===== src/rtl/sr_key_conditioner.sv =====
// Two-key pushbutton front end: sync, debounce and pulse-stretch each key, then
// arbitrate so the SR latch downstream never sees S and R high together.
module sr_key_conditioner #(
    parameter int CNT_W     = 20,
    parameter int DEBOUNCE  = 500000,
    parameter int PULSE_LEN = 1
) (
    input  logic Clk,
    input  logic Reset,
    input  logic KEY_S_n,
    input  logic KEY_R_n,
    output logic S,
    output logic R,
    output logic S_lvl,
    output logic R_lvl,
    output logic Conflict
);

    localparam int PW = $clog2(PULSE_LEN + 1);
    localparam logic [CNT_W-1:0] CNT_MAX    = CNT_W'(DEBOUNCE - 1);
    localparam logic [PW-1:0]    PULSE_LOAD = PW'(PULSE_LEN);

    typedef enum logic [1:0] {IDLE, PRESS_CHK, PRESSED, REL_CHK} state_t;

    // Channel 0 is the set key, channel 1 the reset key.
    logic [1:0] w_key_n;
    logic [1:0] w_press;
    logic [1:0] w_lvl;

    assign w_key_n = {KEY_R_n, KEY_S_n};

    genvar gi;
    generate
        for (gi = 0; gi < 2; gi++) begin : g_chan
            logic             r_s1;
            logic             r_s2;
            state_t           r_state;
            state_t           w_state_next;
            logic [CNT_W-1:0] r_cnt;
            logic [CNT_W-1:0] w_cnt_next;
            logic             r_lvl;
            logic             w_lvl_next;
            logic             w_press_evt;

            always_ff @(posedge Clk or posedge Reset) begin
                if (Reset) begin
                    r_s1    <= 1'b1;
                    r_s2    <= 1'b1;
                    r_state <= IDLE;
                    r_cnt   <= '0;
                    r_lvl   <= 1'b0;
                end else begin
                    r_s1    <= w_key_n[gi];
                    r_s2    <= r_s1;
                    r_state <= w_state_next;
                    r_cnt   <= w_cnt_next;
                    r_lvl   <= w_lvl_next;
                end
            end

            // The press event is combinational so the pulse register rises on the
            // same edge that sets the level.
            always_comb begin
                w_state_next = r_state;
                w_cnt_next   = r_cnt;
                w_lvl_next   = r_lvl;
                w_press_evt  = 1'b0;
                case (r_state)
                    IDLE: begin
                        if (!r_s2) begin
                            w_state_next = PRESS_CHK;
                            w_cnt_next   = '0;
                        end
                    end
                    PRESS_CHK: begin
                        if (r_s2) begin
                            w_state_next = IDLE;
                            w_cnt_next   = '0;
                        end else if (r_cnt == CNT_MAX) begin
                            w_state_next = PRESSED;
                            w_cnt_next   = '0;
                            w_lvl_next   = 1'b1;
                            w_press_evt  = 1'b1;
                        end else begin
                            w_cnt_next = r_cnt + CNT_W'(1);
                        end
                    end
                    PRESSED: begin
                        if (r_s2) begin
                            w_state_next = REL_CHK;
                            w_cnt_next   = '0;
                        end
                    end
                    REL_CHK: begin
                        if (!r_s2) begin
                            w_state_next = PRESSED;
                            w_cnt_next   = '0;
                        end else if (r_cnt == CNT_MAX) begin
                            w_state_next = IDLE;
                            w_cnt_next   = '0;
                            w_lvl_next   = 1'b0;
                        end else begin
                            w_cnt_next = r_cnt + CNT_W'(1);
                        end
                    end
                    default: begin
                        w_state_next = IDLE;
                        w_cnt_next   = '0;
                        w_lvl_next   = 1'b0;
                    end
                endcase
            end

            assign w_press[gi] = w_press_evt;
            assign w_lvl[gi]   = r_lvl;
        end
    endgenerate

    logic [PW-1:0] r_s_cnt;
    logic [PW-1:0] r_r_cnt;
    logic [PW-1:0] w_s_cnt_next;
    logic [PW-1:0] w_r_cnt_next;
    logic          w_s_active;
    logic          w_r_active;
    logic          w_conflict_next;
    logic          r_s;
    logic          r_r;
    logic          r_conflict;

    assign w_s_active = (r_s_cnt != '0);
    assign w_r_active = (r_r_cnt != '0);

    // R wins every collision; an accepted R event also clears a running S pulse.
    always_comb begin
        w_s_cnt_next    = r_s_cnt;
        w_r_cnt_next    = r_r_cnt;
        w_conflict_next = 1'b0;
        if (w_s_active) w_s_cnt_next = r_s_cnt - PW'(1);
        if (w_r_active) w_r_cnt_next = r_r_cnt - PW'(1);
        if (w_press[1] && !w_r_active) begin
            w_r_cnt_next = PULSE_LOAD;
            w_s_cnt_next = '0;
            if (w_s_active) w_conflict_next = 1'b1;
        end else if (w_press[0] && !w_s_active && !w_r_active) begin
            w_s_cnt_next = PULSE_LOAD;
        end
        if (w_press[0] && (w_press[1] || w_r_active)) w_conflict_next = 1'b1;
    end

    always_ff @(posedge Clk or posedge Reset) begin
        if (Reset) begin
            r_s_cnt    <= '0;
            r_r_cnt    <= '0;
            r_s        <= 1'b0;
            r_r        <= 1'b0;
            r_conflict <= 1'b0;
        end else begin
            r_s_cnt    <= w_s_cnt_next;
            r_r_cnt    <= w_r_cnt_next;
            r_s        <= (w_s_cnt_next != '0);
            r_r        <= (w_r_cnt_next != '0);
            r_conflict <= w_conflict_next;
        end
    end

    assign S        = r_s;
    assign R        = r_r;
    assign S_lvl    = w_lvl[0];
    assign R_lvl    = w_lvl[1];
    assign Conflict = r_conflict;

endmodule


===== config.mk =====
export PLATFORM = sky130hd
export DESIGN_NAME = sr_key_conditioner
export DESIGN_NICKNAME = d
export VERILOG_FILES = /design/src/rtl/sr_key_conditioner.sv
export SDC_FILE = /design/constraint.sdc
export NUM_CORES = 1
export LEC_CHECK = 0
export ABC_AREA = 1
export BUFFER_PORTS_ARGS = -buffer_cell sky130_fd_sc_hd__buf_4
export CAP_MARGIN = 10
export CORE_MARGIN = 2
export CORE_UTILIZATION = 40
export CTS_CLUSTER_DIAMETER = 80
export DETAILED_ROUTE_END_ITERATION = 6
export GPL_ROUTABILITY_DRIVEN = 0
export MAX_ROUTING_LAYER = met4
export RECOVER_POWER = 50
export SLEW_MARGIN = 25
export SYNTH_ARGS = -nofsm -noshare
export SYNTH_HDL_FRONTEND = slang
export SYNTH_SLANG_ARGS = --single-unit

===== constraint.sdc =====
create_clock -name Clk -period 1.76 [get_ports Clk]
set_clock_uncertainty 0.15 [all_clocks]
set_input_delay 0.352 -clock Clk [delete_from_list [all_inputs] [get_ports Clk]]
set_output_delay 0.352 -clock Clk [all_outputs]
set_load 0.02 [all_outputs]

# --- After elaboration in Yosys (flattened, before gate mapping) ---
# Index checks and enable logic that the tools add are counted.
totals:
  reg_bits: 53
  latch_bits: 0
  mem_bits_rw: 0
  rom_bits: 0
  input_bits: 4
  out_inout_bits: 5
  wordCells: 108
  mem_count: 0
classes:
  addsub: 4
  multipliers: 0
  div: 0
  order_cmp: 0
  eq_ne: 24
  n_shift: 0
  mux: 50
  n_bitwise: 0
  reduce_logical: 17
ops:
  columns: ["op", "n"]
  rows:
  - ["2-to-1 mux 20 bit", 10]
  - ["case mux 20 bit (4 select lines)", 2]
  - ["adder 20 x 1 -> 20 bit, second input constant", 2]
  - ["equality test 20 x 19 -> 1 bit, second input constant", 2]
  - ["2-to-1 mux 2 bit", 12]
  - ["inequality test 2 bit, second input constant", 12]
  - ["2-to-1 mux 1 bit", 22]
  - ["case mux 2 bit (4 select lines)", 2]
  - ["inequality test 3 bit, second input constant", 4]
  - ["AND reduction 5 bit", 2]
  - ["equality test 2 bit, second input constant", 4]
  - ["AND reduction 4 bit", 2]
  - ["equality test 2 x 1 -> 1 bit, second input constant", 2]
  - ["logical AND 1 bit", 4]
  - ["logical NOT 2 bit", 2]
  - ["case mux 1 bit (2 select lines)", 2]
  - ["AND reduction 2 bit", 2]
  - ["nonzero test 2 bit", 2]
  - ["logical NOT 1 bit", 2]
  - ["subtractor 1 bit, second input constant", 2]
  - ["logical OR 1 bit", 1]

# --- Logic depth before layout (Yosys ltp) ---
depth:
  depth_word: 8
  depth_mapped: 9
  depth_no_buf: 9

# --- Worst setup path before layout ---
# OpenSTA, ideal clock, no wires.
synth_timing:
  path_kind: "flip-flop to flip-flop"
  start: "register g_chan[1].r_cnt[0]"
  end: "register g_chan[1].r_cnt[13]"
  setup_ns: 0.119
  t_arrival_ns: 1.290
  required_ns: 1.491
  setup_slack_ns: 0.201
  stages_incl_launch_ff: 10
  synth_period_minus_slack_ns: 1.559
  cell_sequence: "dfrtp_1 ha_1 nand2_2 nor2_4 nand3_1 nor2_2 nor2_2 buf_6 nand3_1 o21ai_2"
synth_via:
  elab_chain_cells: 4
  word_cells_on_any_way: 6
  classes_between: "add/sub (1); eq/ne (1); mux (4)"
synth_rtl:
  columns: ["item", "line_no", "text"]
  rows:
  - ["start: declaration", "39", "logic [CNT_W-1:0] r_cnt;"]
  - ["start signal: assignment", "56", "r_cnt <= w_cnt_next;"]
  - ["adder 20 x 1 -> 20 bit / equality test 20 x 19 -> 1 bit (equally long branches)", null, null]
  - ["2-to-1 mux 20 bit *", "79, 98", null]
  - ["2-to-1 mux 20 bit, on equally long branches", "95, 76", null]
  - ["case mux 20 bit (4 select lines) *", "68", "case (r_state)"]
# Mark *: on every way between the ends. The rest lies on a longest branch, timed or not.
# A chain may end at the register's enable or synchronous reset.

# --- Final worst setup path ---
layout_timing:
  start: "register g_chan[1].r_s2"
  end: "register g_chan[1].r_cnt[8]"
layout_via:
  elab_chain_cells: 2
  word_cells_on_any_way: 6
  classes_between: "eq/ne (2); mux (3); reduce/logical (1)"
layout_rtl:
  columns: ["item", "line_no", "text"]
  rows:
  - ["start: declaration", "36", "logic r_s2;"]
  - ["start signal: assignment", "54", "r_s2 <= r_s1;"]
  - ["2-to-1 mux 20 bit, or another cell as far along", "95", "if (!r_s2) begin"]
  - ["case mux 20 bit (4 select lines) / AND reduction 2 bit (equally long branches)", null, null]
# Parallel ways exist; a longest one is shown, timed or not.

==> metrics.cfg <==
[setup_path]
ff2ff_setup_slack_ns=0.07
worstPathMaxFanout=6
path_class=reg2reg
cp-end-kind=register
worst-endpoint-required_ns=1.86
crit_arrival_ns=1.78
start_kind=register

[floorplan]
die_h_um=91.8
ios=9
dieArea_um2=8430
core-area_um2=7610
initial_core_util_pct=40.5
rows=32
fp.dieW_um=91.8

[placement]
io_buffers=8
dpl_cell_area_um2=3390
dp_hpwl_um=5090
place_inst=532

[global_route]
grt_pass1_vias=2578
antenna_found_initial=0
gr-usage-all-layers_pct=17.9
grt_first_pass_wirelength_um=11800
grt_max_degree=24
overflow=0

[clock_tree]
clockBufferDepth=2
cts_htree_levels=2
clkLatencyLatePin_ns=0.33
cts_tree=done
clk_pin_slew_ns=0.10
root_buffer=clkbuf_8
cts_made_buffers=5
cts_sinks=53

[synthesis]
ys_ff_latch=53
ys_seq_area_share_pct=43.2
synth_xor_area_share_pct=3.98
synth_top_area_share_pct=39.8
synthArstFlopShare_pct=100
syn_avg_cell_area_um2=7.50
synthTopCellsByCount=nand2_1 (111), dfrtp_1 (49), inv_1 (49)
synthTopCellsByArea=dfrtp_1 (40%), nand2_1 (14%), nand3_1 (6.7%), inv_1 (6.0%), nor2_1 (4.3%)
ys.flop_type=dfrtp_1
syn_nets=417
yosysMostFrequentCell=nand2_1
synth_compound_area_share_pct=10.1
synth_top_area_cell=dfrtp_1
syn_inst=411
synth_edf_count=0
netlist_area_um2=3080
synth_top_family_by_area=simple AND/OR/NAND/NOR gates
ys.warnings.count=0
synthMuxAreaShare_pct=0
synthAdderAreaFrac_pct=0.811
synthSimpleGateAreaFrac_pct=35.0
ys_types=29

[layout]
design_area_um2=3690
drive_gt1_share_pct=20.7
nNetsFinal=454
syn_to_final_growth_pct=19.7
final_cells=551
insertedDiodeCount=0
fin_util_pct=48.5
num-fill-cells=744

[sta]
fmax_mhz=593
tightest_slew_ns=0.934
setup_viol=0
holdWs_ns=0.214
slew-limit-headroom_pct=37.4
period_share_pct=95.7
min_period_ns=1.69
slew_viol_final=0
grt_setup_unrepaired=true
hold_viol=0

[pwr]
p_sw_mw=0.859
power.share.switching_pct=31.4
finalPower_mw=2.74
p_int_mw=1.88
p_comb_share_pct=19.1
clock_power_share_pct=32.0
seqPwrFrac_pct=48.9
ir_drop_uv=376
p_leak_nw=1.47
powerDensity_nw_per_um2=741

[route]
remaining_drc_errors=0
wl_per_cell_um=13.0
drt_iter0_markers=114
vias_per_cell=5.01
ant_nets=0
first_pass_iters=5
routed_wl_um=7180
vias=2759

[hold_path]
hold_class=reg2reg

[status]
outcome=finished clean

[job]
max_cap_violations=0

[power by group through the flow]
stage / combinational (mW) / sequential (mW) / clock, mW
after floorplan: 0.323 / 1.34 / 0
after global placement: 0.461 / 1.35 / 0
after detailed placement: 0.468 / 1.35 / 0
after CTS: 0.475 / 1.33 / 0.901
after global routing: 0.576 / 1.35 / 0.947
final: 0.521 / 1.34 / 0.876
[kinds of logic (layout without fill, tap and decap cells)]
family                     after synthesis  after routing
AOI/OAI and AO/OA                       55             55
DFF                                     53             53
adders and majority gates                2              2
and+or+nand+nor                        232            234
xor gates and xnor gates                14             14
buffers and inverters                   55             91
[routing by layer]
layer / global-route usage [%] / routed length, um / vias to the layer above
met5: - / 0 / -
met4: 5.97 / 106 / 0
met3: 2.71 / 236 / 11
met2: 30.3 / 3700 / 52
met1: 21.9 / 3130 / 1295
li1: - / - / 1401
[through the flow]
stage,setup slack [ns],setup TNS [ns]
finish,0.0748,0
global route,-0.0295,-0.104
CTS,0.00971,0
detailed placement,-0.0329,-0.241
global placement,-0.00497,-0.00497
floorplan,0.201,0
[layout make-up]
type,count,area [um^2],area share (%)
clock inverter,3,46.3,1.25
tap,102,128,3.46
inverter,52,200,5.42
sequential,53,1330,36.1
timing repair buffer,30,269,7.29
clock buffer,5,68.8,1.86
timing repair inverter,1,7.51,0.203
multi-input combinational,305,1640,44.4
[worst max-delay path, cell delays in order (launching register included)]
cell and delay, ns:
dfstp_2 0.55, inv_2 0.05, nand2_4 0.07, nand2_4 0.05, buf_6 0.11, nor2_4 0.16, buf_6 0.14, clkinvlp_4 0.15
o22ai_1 0.18
[registers in the layout, indices dropped and copies added, names as in the netlist, named ones only]
signal and cells:
Conflict 1, R 1, R_lvl 1, S 1, S_lvl 1, g_chan.r_cnt 40, g_chan.r_s1 2, g_chan.r_s2 2
g_chan.r_state 2
[placed cells by master (no fill, tap or decap), drive strengths merged]
master / netlist / final
xor2: 13 / 13
buf: 2 / 24
nor3: 5 / 5
nand4: 10 / 10
bufinv: 0 / 1
a31oi: 1 / 1
ha: 2 / 2
dfrtp: 49 / 49
nand2: 118 / 118
or2: 1 / 1
nand3b: 1 / 1
a21oi: 10 / 10
clkinv: 1 / 2
o22ai: 9 / 9
nand3: 43 / 43
nor2: 54 / 56
clkbuf: 1 / 8
clkinvlp: 0 / 4
inv: 51 / 49
o21ai: 35 / 35
dfstp: 4 / 4
xnor2: 1 / 1
dlygate4sd3: 0 / 3
[repair_timing]
action / in CTS / in global routing
cloned: 0 / 3
setup endpoints to repair: 21 / 30
hold buffers: 3 / 0
gates resized for setup: 2 / 27
hold endpoints to repair: 15 / 0
pin swaps: 0 / 12
buffers inserted: 0 / 5
[final timing paths]
check                      cells after the start           start             endpoint
min reg2reg                                    0  g_chan[1].r_s1       g_chan[1].r_s2
min                                            0  g_chan[1].r_s1       g_chan[1].r_s2
max                                            8  g_chan[1].r_s2   g_chan[1].r_cnt[8]
min in group asynchronous                      3           Reset  g_chan[0].r_cnt[10]
max reg2reg                                    8  g_chan[1].r_s2   g_chan[1].r_cnt[8]
max in group asynchronous                      4           Reset       g_chan[1].r_s1
(Power assumes the default switching activity.)
